## src/rtl/matmul_seq_ctrl.sv

```systemverilog
// matmul_seq_ctrl: sequencer for the MAX_DIM x MAX_DIM systolic PE array.
// It latches the N/K/M dimensions on start and issues a one-cycle accumulator
// clear. It then drives the skewed per-row A and per-column B injection
// schedule. After the drain wait it pulses done_o.
//
// Optional feature macro: MATMUL_SEQ_CTRL_ERR_EN
//   defined   : illegal dims (0 or > MAX_DIM) reject the start and pulse err_o
//   undefined : err_o tied 0, dims clamped to 1..MAX_DIM when latched
//
// state | meaning
// ------+---------------------------------------------------------------
// IDLE  | waiting for start_i; dims latched on the accepting cycle
// CLEAR | one cycle, pe_clear_o=1
// FEED  | feed step t = 0..T-1 (T = N+K+M-2), skewed A/B injection
// DRAIN | DRAIN_LAT cycles for the last partial sums to settle
// DONE  | one cycle, done_o=1; results may be captured
module matmul_seq_ctrl #(
  parameter int DATA_WIDTH = 32,
  parameter int BUS_WIDTH  = 64,
  parameter int MAX_DIM    = BUS_WIDTH / DATA_WIDTH,
  parameter int DRAIN_LAT  = 1,
  localparam int DIM_W = $clog2(MAX_DIM) + 1,
  localparam int IDX_W = (MAX_DIM > 1) ? $clog2(MAX_DIM) : 1,
  localparam int CNT_W = $clog2(3 * MAX_DIM + DRAIN_LAT + 1)
) (
  input  logic                     clk_i,
  input  logic                     rst_i,
  input  logic                     start_i,
  input  logic [DIM_W-1:0]         N_i,
  input  logic [DIM_W-1:0]         K_i,
  input  logic [DIM_W-1:0]         M_i,
  output logic                     busy_o,
  output logic                     pe_clear_o,
  output logic [MAX_DIM-1:0]       a_valid_o,
  output logic [MAX_DIM*IDX_W-1:0] a_k_o,
  output logic [MAX_DIM-1:0]       b_valid_o,
  output logic [MAX_DIM*IDX_W-1:0] b_k_o,
  output logic                     done_o,
  output logic                     err_o
);

  typedef enum logic [2:0] {
    IDLE  = 3'd0,
    CLEAR = 3'd1,
    FEED  = 3'd2,
    DRAIN = 3'd3,
    DONE  = 3'd4
  } state_t;

  state_t            state;
  logic [DIM_W-1:0]  n_q;
  logic [DIM_W-1:0]  k_q;
  logic [DIM_W-1:0]  m_q;
  logic [CNT_W-1:0]  t_q;
  logic [CNT_W-1:0]  t_last_q;
  logic [CNT_W-1:0]  drain_q;

  // Lane i (row or column) is active at step t when it exists and the
  // skewed window [i, i+K) covers t.
  function automatic logic lane_on(input logic [CNT_W-1:0] t, input int i,
                                   input logic [DIM_W-1:0] lim,
                                   input logic [DIM_W-1:0] kd);
    return (i < int'(lim)) && (int'(t) >= i) && ((int'(t) - i) < int'(kd));
  endfunction

  function automatic logic [MAX_DIM-1:0] valid_vec(input logic [CNT_W-1:0] t,
                                                   input logic [DIM_W-1:0] lim,
                                                   input logic [DIM_W-1:0] kd);
    logic [MAX_DIM-1:0] v;
    v = '0;
    for (int i = 0; i < MAX_DIM; i++) v[i] = lane_on(t, i, lim, kd);
    return v;
  endfunction

  // k index is t-i on an active lane and 0 otherwise, so idle lanes stay quiet.
  function automatic logic [MAX_DIM*IDX_W-1:0] kidx_vec(input logic [CNT_W-1:0] t,
                                                        input logic [DIM_W-1:0] lim,
                                                        input logic [DIM_W-1:0] kd);
    logic [MAX_DIM*IDX_W-1:0] v;
    v = '0;
    for (int i = 0; i < MAX_DIM; i++) begin
      if (lane_on(t, i, lim, kd)) v[i*IDX_W +: IDX_W] = IDX_W'(int'(t) - i);
    end
    return v;
  endfunction

  // Index of the final feed step, T-1 = N+K+M-3.
  function automatic logic [CNT_W-1:0] last_step(input logic [DIM_W-1:0] n,
                                                 input logic [DIM_W-1:0] k,
                                                 input logic [DIM_W-1:0] m);
    return CNT_W'(n) + CNT_W'(k) + CNT_W'(m) - CNT_W'(3);
  endfunction

`ifdef MATMUL_SEQ_CTRL_ERR_EN
  function automatic logic dim_ok(input logic [DIM_W-1:0] d);
    return (d != '0) && (int'(d) <= MAX_DIM);
  endfunction
`else
  function automatic logic [DIM_W-1:0] clamp_dim(input logic [DIM_W-1:0] d);
    if (d == '0) return DIM_W'(1);
    if (int'(d) > MAX_DIM) return DIM_W'(MAX_DIM);
    return d;
  endfunction

  assign err_o = 1'b0;
`endif

  // Sequencer FSM; all outputs are registered and decoded from next-step values
  // so they line up with the registered feed counter.
  always_ff @(posedge clk_i) begin
    if (rst_i) begin
      state      <= IDLE;
      n_q        <= '0;
      k_q        <= '0;
      m_q        <= '0;
      t_q        <= '0;
      t_last_q   <= '0;
      drain_q    <= '0;
      busy_o     <= 1'b0;
      pe_clear_o <= 1'b0;
      a_valid_o  <= '0;
      a_k_o      <= '0;
      b_valid_o  <= '0;
      b_k_o      <= '0;
      done_o     <= 1'b0;
`ifdef MATMUL_SEQ_CTRL_ERR_EN
      err_o      <= 1'b0;
`endif
    end else begin
      pe_clear_o <= 1'b0;
      done_o     <= 1'b0;
`ifdef MATMUL_SEQ_CTRL_ERR_EN
      err_o      <= 1'b0;
`endif
      case (state)
        IDLE: begin
          if (start_i) begin
`ifdef MATMUL_SEQ_CTRL_ERR_EN
            if (dim_ok(N_i) && dim_ok(K_i) && dim_ok(M_i)) begin
              n_q        <= N_i;
              k_q        <= K_i;
              m_q        <= M_i;
              t_last_q   <= last_step(N_i, K_i, M_i);
              state      <= CLEAR;
              busy_o     <= 1'b1;
              pe_clear_o <= 1'b1;
            end else begin
              err_o <= 1'b1;
            end
`else
            n_q        <= clamp_dim(N_i);
            k_q        <= clamp_dim(K_i);
            m_q        <= clamp_dim(M_i);
            t_last_q   <= last_step(clamp_dim(N_i), clamp_dim(K_i), clamp_dim(M_i));
            state      <= CLEAR;
            busy_o     <= 1'b1;
            pe_clear_o <= 1'b1;
`endif
          end
        end

        CLEAR: begin
          state     <= FEED;
          t_q       <= '0;
          a_valid_o <= valid_vec('0, n_q, k_q);
          a_k_o     <= kidx_vec('0, n_q, k_q);
          b_valid_o <= valid_vec('0, m_q, k_q);
          b_k_o     <= kidx_vec('0, m_q, k_q);
        end

        FEED: begin
          if (t_q == t_last_q) begin
            a_valid_o <= '0;
            a_k_o     <= '0;
            b_valid_o <= '0;
            b_k_o     <= '0;
            drain_q   <= CNT_W'(DRAIN_LAT - 1);
            if (DRAIN_LAT == 0) begin
              state  <= DONE;
              done_o <= 1'b1;
            end else begin
              state <= DRAIN;
            end
          end else begin
            t_q       <= t_q + CNT_W'(1);
            a_valid_o <= valid_vec(t_q + CNT_W'(1), n_q, k_q);
            a_k_o     <= kidx_vec(t_q + CNT_W'(1), n_q, k_q);
            b_valid_o <= valid_vec(t_q + CNT_W'(1), m_q, k_q);
            b_k_o     <= kidx_vec(t_q + CNT_W'(1), m_q, k_q);
          end
        end

        DRAIN: begin
          if (drain_q == '0) begin
            state  <= DONE;
            done_o <= 1'b1;
          end else begin
            drain_q <= drain_q - CNT_W'(1);
          end
        end

        DONE: begin
          state  <= IDLE;
          busy_o <= 1'b0;
        end

        default: begin
          state  <= IDLE;
          busy_o <= 1'b0;
        end
      endcase
    end
  end

endmodule

```

## config.mk

```make
export PLATFORM = sky130hd
export DESIGN_NAME = matmul_seq_ctrl
export DESIGN_NICKNAME = d
export VERILOG_FILES = /design/src/rtl/matmul_seq_ctrl.sv
export SDC_FILE = /design/constraint.sdc
export NUM_CORES = 1
export LEC_CHECK = 0
export BUFFER_PORTS_ARGS = -buffer_cell sky130_fd_sc_hd__clkbuf_2
export CAP_MARGIN = 20
export CORE_MARGIN = 3
export CORE_UTILIZATION = 60
export CTS_CLUSTER_DIAMETER = 50
export DETAILED_ROUTE_END_ITERATION = 10
export PLACE_DENSITY = 0.88
export SLEW_MARGIN = 20
export SYNTH_ARGS = -nofsm -noshare
export SYNTH_HDL_FRONTEND = slang
export SYNTH_SLANG_ARGS = --single-unit
export TNS_END_PERCENT = 100
```

## constraint.sdc

```tcl
create_clock -name clk_i -period 3.3 [get_ports clk_i]
set_clock_uncertainty 0.2 [all_clocks]
set_input_delay 0.165 -clock clk_i [delete_from_list [all_inputs] [get_ports clk_i]]
set_output_delay 0.165 -clock clk_i [all_outputs]
set_load 0.05 [all_outputs]
```

==> impl_metrics.toml, run 1 <==
[logic_synthesis]
synth_nets = 193
syn_area_sq_um = 1560
async_flop_share = 0
ys_warn_count = 0
postSynthAreaPerCell_sq_um = 9.03
synth-edff-count = 0
seq_area_frac_synth = 0.371
postSynthCellCount = 173
synthFlopType = "dfxtp_1"
ys_seq_elements = 29
ys_types = 46

[sta]
slew_headroom = 0.535
timing.final.crit_share = 0.803
max_freq_ghz = 0.377
tightestPinTransition_ns = 0.698
finalMaxSlewViolations = 0
tns_ns = 0
rsz0062_at_grt = "no"
setup_viol_count_final = 0
hold_violations = 0
hold_slack_ns = 0.269
fin_crit_ns = 2.65

[setup_path]
crit_required_ns = 3.33
setup.worst_path.start_class = "flop"
critPathArrivalTime_ns = 2.68
crit_chain = "inv_1 > ha_1 > xor2_1 > ha_1 > o21ai_0 > a32o_1 > nand4_1 > o41ai_2"
cp-end-kind = "flop"
path_delay_family = "adder cells"
critPathMaxFanout = 9
max_stage_delay_ns = 0.58
critPathSlowestCell = "dfxtp_1"
critPathBufInv = 1
reg2reg_slack_ns = 0.65
crit_top_cell = "ha_1"
path_class = "reg2reg"

[detailed_routing]
dr.pass1.iters = 4
top_layer_used = "met4"
drtAntennaViolNets = 0
wl_met2_mm = 1.68
drt_iter0_drc = 26
drt_wl_total_mm = 3.18
vias_per_cell = 5.73
wl_per_cell_um = 14.6
remaining_drc_errors = 0
detailroute.wirelength.met3_um = 152
wl_met1_mm = 1.26
vias = 1250

[clock_network]
hold_buffers = 4
cts_buffers = 5
ctsRootBufferMaster = "clkbuf_4"
cts_setup_buffers = 0
clock_path_buffers = 2
cts_htree_levels = 2
clk_latency_ns = 0.32
clkTransAtPathRegs_ns = 0.09
post_cts_resized = 0
cts_tree = "built"
clock_sinks = 29

[global_route]
grt_max_degree = 36
grt_pass1_wl_mm = 5.35
grt_usage = 0.214
grt.overflow.total = 0
first_global_vias = 1236
antenna_found_initial = 0

[floorplan]
core_sq_um = 2340
ioPinCount = 21
die_w_um = 57.0
num_rows = 17
floorplan.initialDensity = 0.668
die_height_um = 57.0
dieArea_sq_um = 3250

[finish]
instances_no_fill = 218
nNetsFinal = 209
drive_gt1_frac = 0.200
syn_to_final_growth_pct = 10.3
n_antenna_cell = 0

[placed_design]
port_buffers = 16
hpwl_mm = 2.33
gp_congestion = 0.736
dp.cells = 206

[run_status]
outcome = "completed"

[job]
drv_cap = 0

[min_path]
hold_path.class = "reg2reg"

[power]
p_leak_nw = 0.743
power.density_nw_per_um2 = 474
ir_drop_mv = 0.364
==> through the flow <==
| stage | worst slack, ns | total power [mW] | utilization | area (sq um) |
|---|---|---|---|---|
| 2_1_floorplan | 1.14 | 0.550 | - | 1560 |
| 5_1_grt | 0.445 | 0.863 | 0.737 | 1720 |
| 4_1_cts | 0.651 | 0.822 | 0.737 | 1720 |
| 3_5_place_dp | 0.710 | 0.576 | 0.690 | 1610 |
| 6_report | 0.651 | 0.817 | 0.737 | 1720 |
| 3_3_place_gp | 0.828 | 0.564 | 0.690 | 1610 |
==> final cells by class <==
class / instances / area, sq um
multi-input combinational: 116 / 855
fill: 182 / 616
sequential: 29 / 581
timing repair buffer: 20 / 120
clock buffer: 7 / 65.1
inverter: 17 / 63.8
tap: 28 / 35.0
clock inverter: 1 / 5.00
==> placed cells by master (no fill, tap or decap), drive strengths merged, types with 2 or more instances in the layout <==
master,instances
o21ai,7
nand2b,4
nand4,2
ha,9
inv,17
a21oi,10
nand3b,6
clkbuf,23
nor4,2
and4b,2
fa,2
nor3,3
nor3b,3
dlygate4sd3,4
o41ai,6
nand3,2
a22oi,3
nand2,17
nor2b,2
nor2,17
dfxtp,29
xor2,4
a21o,3
==> per-layer routing <==
layer,vias to the layer above,GRT usage
met5,-,0
li1,623,-
met2,37,0.387
met4,0,0.123
met3,13,0.0611
met1,577,0.218
==> worst paths after layout <==
| check | from | to | depth (start not counted) |
|---|---|---|---|
| worst max-delay path | t_q[0] | b_k_o[1] | 8 |
| worst min-delay path | b_valid_o[1] | b_valid_o[1] | 2 |
| worst max register to register | t_q[0] | b_k_o[1] | 8 |
| worst min register to register | b_valid_o[1] | b_valid_o[1] | 2 |
==> worst min-delay path: cells and delay by family, from the launching register on <==
kind	cells	cell delay (ns)
AO/OA/AOI/OAI	1	0.05
AND/OR/NAND/NOR	1	0.05
flip-flops	1	0.32
==> state kept, by name, indices dropped and copies added (netlist names), 3 cells and up <==
name / count
drain_q: 3
state: 3
t_last_q: 3
t_q: 3
==> synth_stat cells (all sizes together) (3+ instances only) <==
library cell  instances  area share
a21oi                10       0.032
dfxtp                29        0.37
nor3b                 3       0.014
nand2b                4       0.021
clkbuf                6       0.014
buf                   5       0.026
inv                  17       0.041
o41ai                 6       0.053
nor2                 17       0.047
nor3                  3       0.017
nand2                17       0.041
o21ai                 7       0.022
nand3b                6       0.029
a22oi                 3       0.014
ha                    9       0.072
a21o                  3       0.014
xor2                  4       0.027
==> cell families after synthesis <==
group / count (synthesis) / synth area share
simple gates: 62 / 0.233
other cells: 1 / 0.00240
xor+xnor: 5 / 0.0328
flops: 29 / 0.371
compound gates: 37 / 0.181
fa+ha+maj: 11 / 0.0977
buf+inv: 28 / 0.0817
==> power by group <==
part	total [mW]	internal (mW)	switching (mW)
registers	0.394	0.371	0.0235
logic	0.179	0.0665	0.113
clock network	0.244	0.123	0.121
No activity file was read; power rests on OpenSTA's default activity.
==> inputs of run 2 (changes only) <==
CORE_UTILIZATION = 56   (was 60)
PLACE_DENSITY = 0.83   (was 0.88)
clock period = 2.5 ns   (was 3.3 ns; I/O delays follow)
==> impl_metrics.toml, run 2 (synthesis gave the netlist of run 1 again) <==
[global_route]
grt_pass1_wl_mm = 5.60
first_global_vias = 1323
grt.overflow.total = 0
grt_usage = 0.214
grt_max_degree = 36
antenna_found_initial = 0

[finish]
final_cell_mix = "28 x dfxtp_1, 17 x inv_1, 17 x nand2_1"
syn_to_final_growth_pct = 11.0
nNetsFinal = 210
layout_commonest_cell = "dfxtp_1"
n_antenna_cell = 0
instances_no_fill = 221
drive_gt1_frac = 0.209
nFillCells = 222

[clock_network]
cts_buffers = 5
cts_tree = "built"
cts_setup_buffers = 0
clk_latency_ns = 0.33
clock_sinks = 29
clock_path_buffers = 2
ctsRootBufferMaster = "clkbuf_4"
clkTransAtPathRegs_ns = 0.10
cts_htree_levels = 2

[sta]
hold_slack_ns = 0.234
max_freq_ghz = 0.427
tightestPinTransition_ns = 0.693
tns_ns = 0
finalMaxSlewViolations = 0
slew_headroom = 0.538
timing.final.crit_share = 0.938
rsz0062_at_grt = "no"
setup_viol_count_final = 0
fin_crit_ns = 2.34
hold_violations = 0

[setup_path]
cp-end-kind = "flop"
critPathSlowestCell = "dfxtp_2"
setup.worst_path.start_class = "flop"
crit_required_ns = 2.54
crit_top_cell = "ha_1"
path_class = "reg2reg"
critPathMaxFanout = 5
crit_start = "t_q[0]"
max_stage_delay_ns = 0.39
critPathArrivalTime_ns = 2.38
reg2reg_from = "t_q[0]"
crit_chain = "inv_1 > ha_1 > xor2_1 > ha_1 > o21ai_0 > a32o_1 > nand4_1 > o41ai_2"

[detailed_routing]
remaining_drc_errors = 0
drt_iter0_drc = 24
vias_per_cell = 5.71
dr.pass1.iters = 4
wl_per_cell_um = 14.4
vias = 1262
drtAntennaViolNets = 0
drt_wl_total_mm = 3.18

[power]
intPower_mw = 0.742
power.density_nw_per_um2 = 623
swShare = 0.314
seqPwrFrac = 0.479
clkPwrFrac = 0.297
p_leak_nw = 0.748
p_switching_mw = 0.339
power.share.combinational = 0.224
ir_drop_mv = 0.503

[floorplan]
num_rows = 18
die_w_um = 58.8
core_sq_um = 2570
dieArea_sq_um = 3460
die_height_um = 58.8
floorplan.initialDensity = 0.609
ioPinCount = 21

[job]
drv_cap = 0

[placed_design]
dp.cells = 209
hpwl_mm = 2.29
gp_congestion = 0.773
port_buffers = 16

[min_path]
hold_path.class = "in2reg"
min_from = "rst_i"

[run_status]
outcome = "completed"
run 2: cell count changes in the layout (fill, tap and decap cells not counted):
cell	previous run	this run
dfxtp_2	0	1
buf_4	0	1
dfxtp_1	29	28
run 2: power groups by stage:
stage	combinational [mW]	clock [mW]	sequential, mW
after floorplan	0.192	0	0.534
after global placement	0.223	0	0.525
after detailed placement	0.235	0	0.527
after CTS	0.242	0.328	0.517
after global routing	0.272	0.346	0.521
final	0.242	0.321	0.518
run 2: worst paths after layout:
path	to	slack, ns	depth (start not counted)
setup / recovery	a_k_o[1]	0.16	8
hold / removal	drain_q[0]	0.23	2
setup reg to reg	a_k_o[1]	0.16	8
hold reg to reg	b_valid_o[1]	0.26	2
run 2: final cells by class:
| class | count | area (sq um) | area share |
|---|---|---|---|
| multi-input cells | 116 | 855 | 0.492 |
| flip-flops and latches | 29 | 582 | 0.335 |
| repair buffers | 21 | 128 | 0.0735 |
| clock buffers | 7 | 65.1 | 0.0375 |
| inverters | 17 | 63.8 | 0.0368 |
| well taps | 30 | 37.5 | 0.0216 |
| clock inverters | 1 | 5.00 | 0.00288 |
run 2: stage by stage:
stage	utilization	cell area (sq um)	total power, mW	setup WS [ns]
global placement	0.633	1620	0.748	0.247
global route	0.676	1740	1.14	0.0532
CTS	0.675	1730	1.09	0.117
finish	0.676	1740	1.08	0.156
detailed placement	0.633	1620	0.763	0.146
floorplan	-	1560	0.726	0.342
run 2: layer usage:
layer | part of all wire | GRT usage | routed length, um
met3 | 0.029 | 0.0570 | 92
met2 | 0.53 | 0.377 | 1680
met1 | 0.42 | 0.226 | 1330
met4 | 0.022 | 0.129 | 69
met5 | 0 | 0 | 0
run 2: critical path: cells and delay by family (launching register included):
family,cells,cell delay [ns]
adder cells (fa/ha/maj),2,0.65
AO/OA/AOI/OAI,3,0.55
flip-flops,1,0.39
XOR/XNOR,1,0.17
AND/OR/NAND/NOR,1,0.17
buffers and inverters,1,0.14
run 2: timing repair:
item	4_1_cts	5_1_grt
endpoints found under the hold margin	7	0
resized for setup	0	1
setup endpoints to repair	0	2
hold buffers	4	0
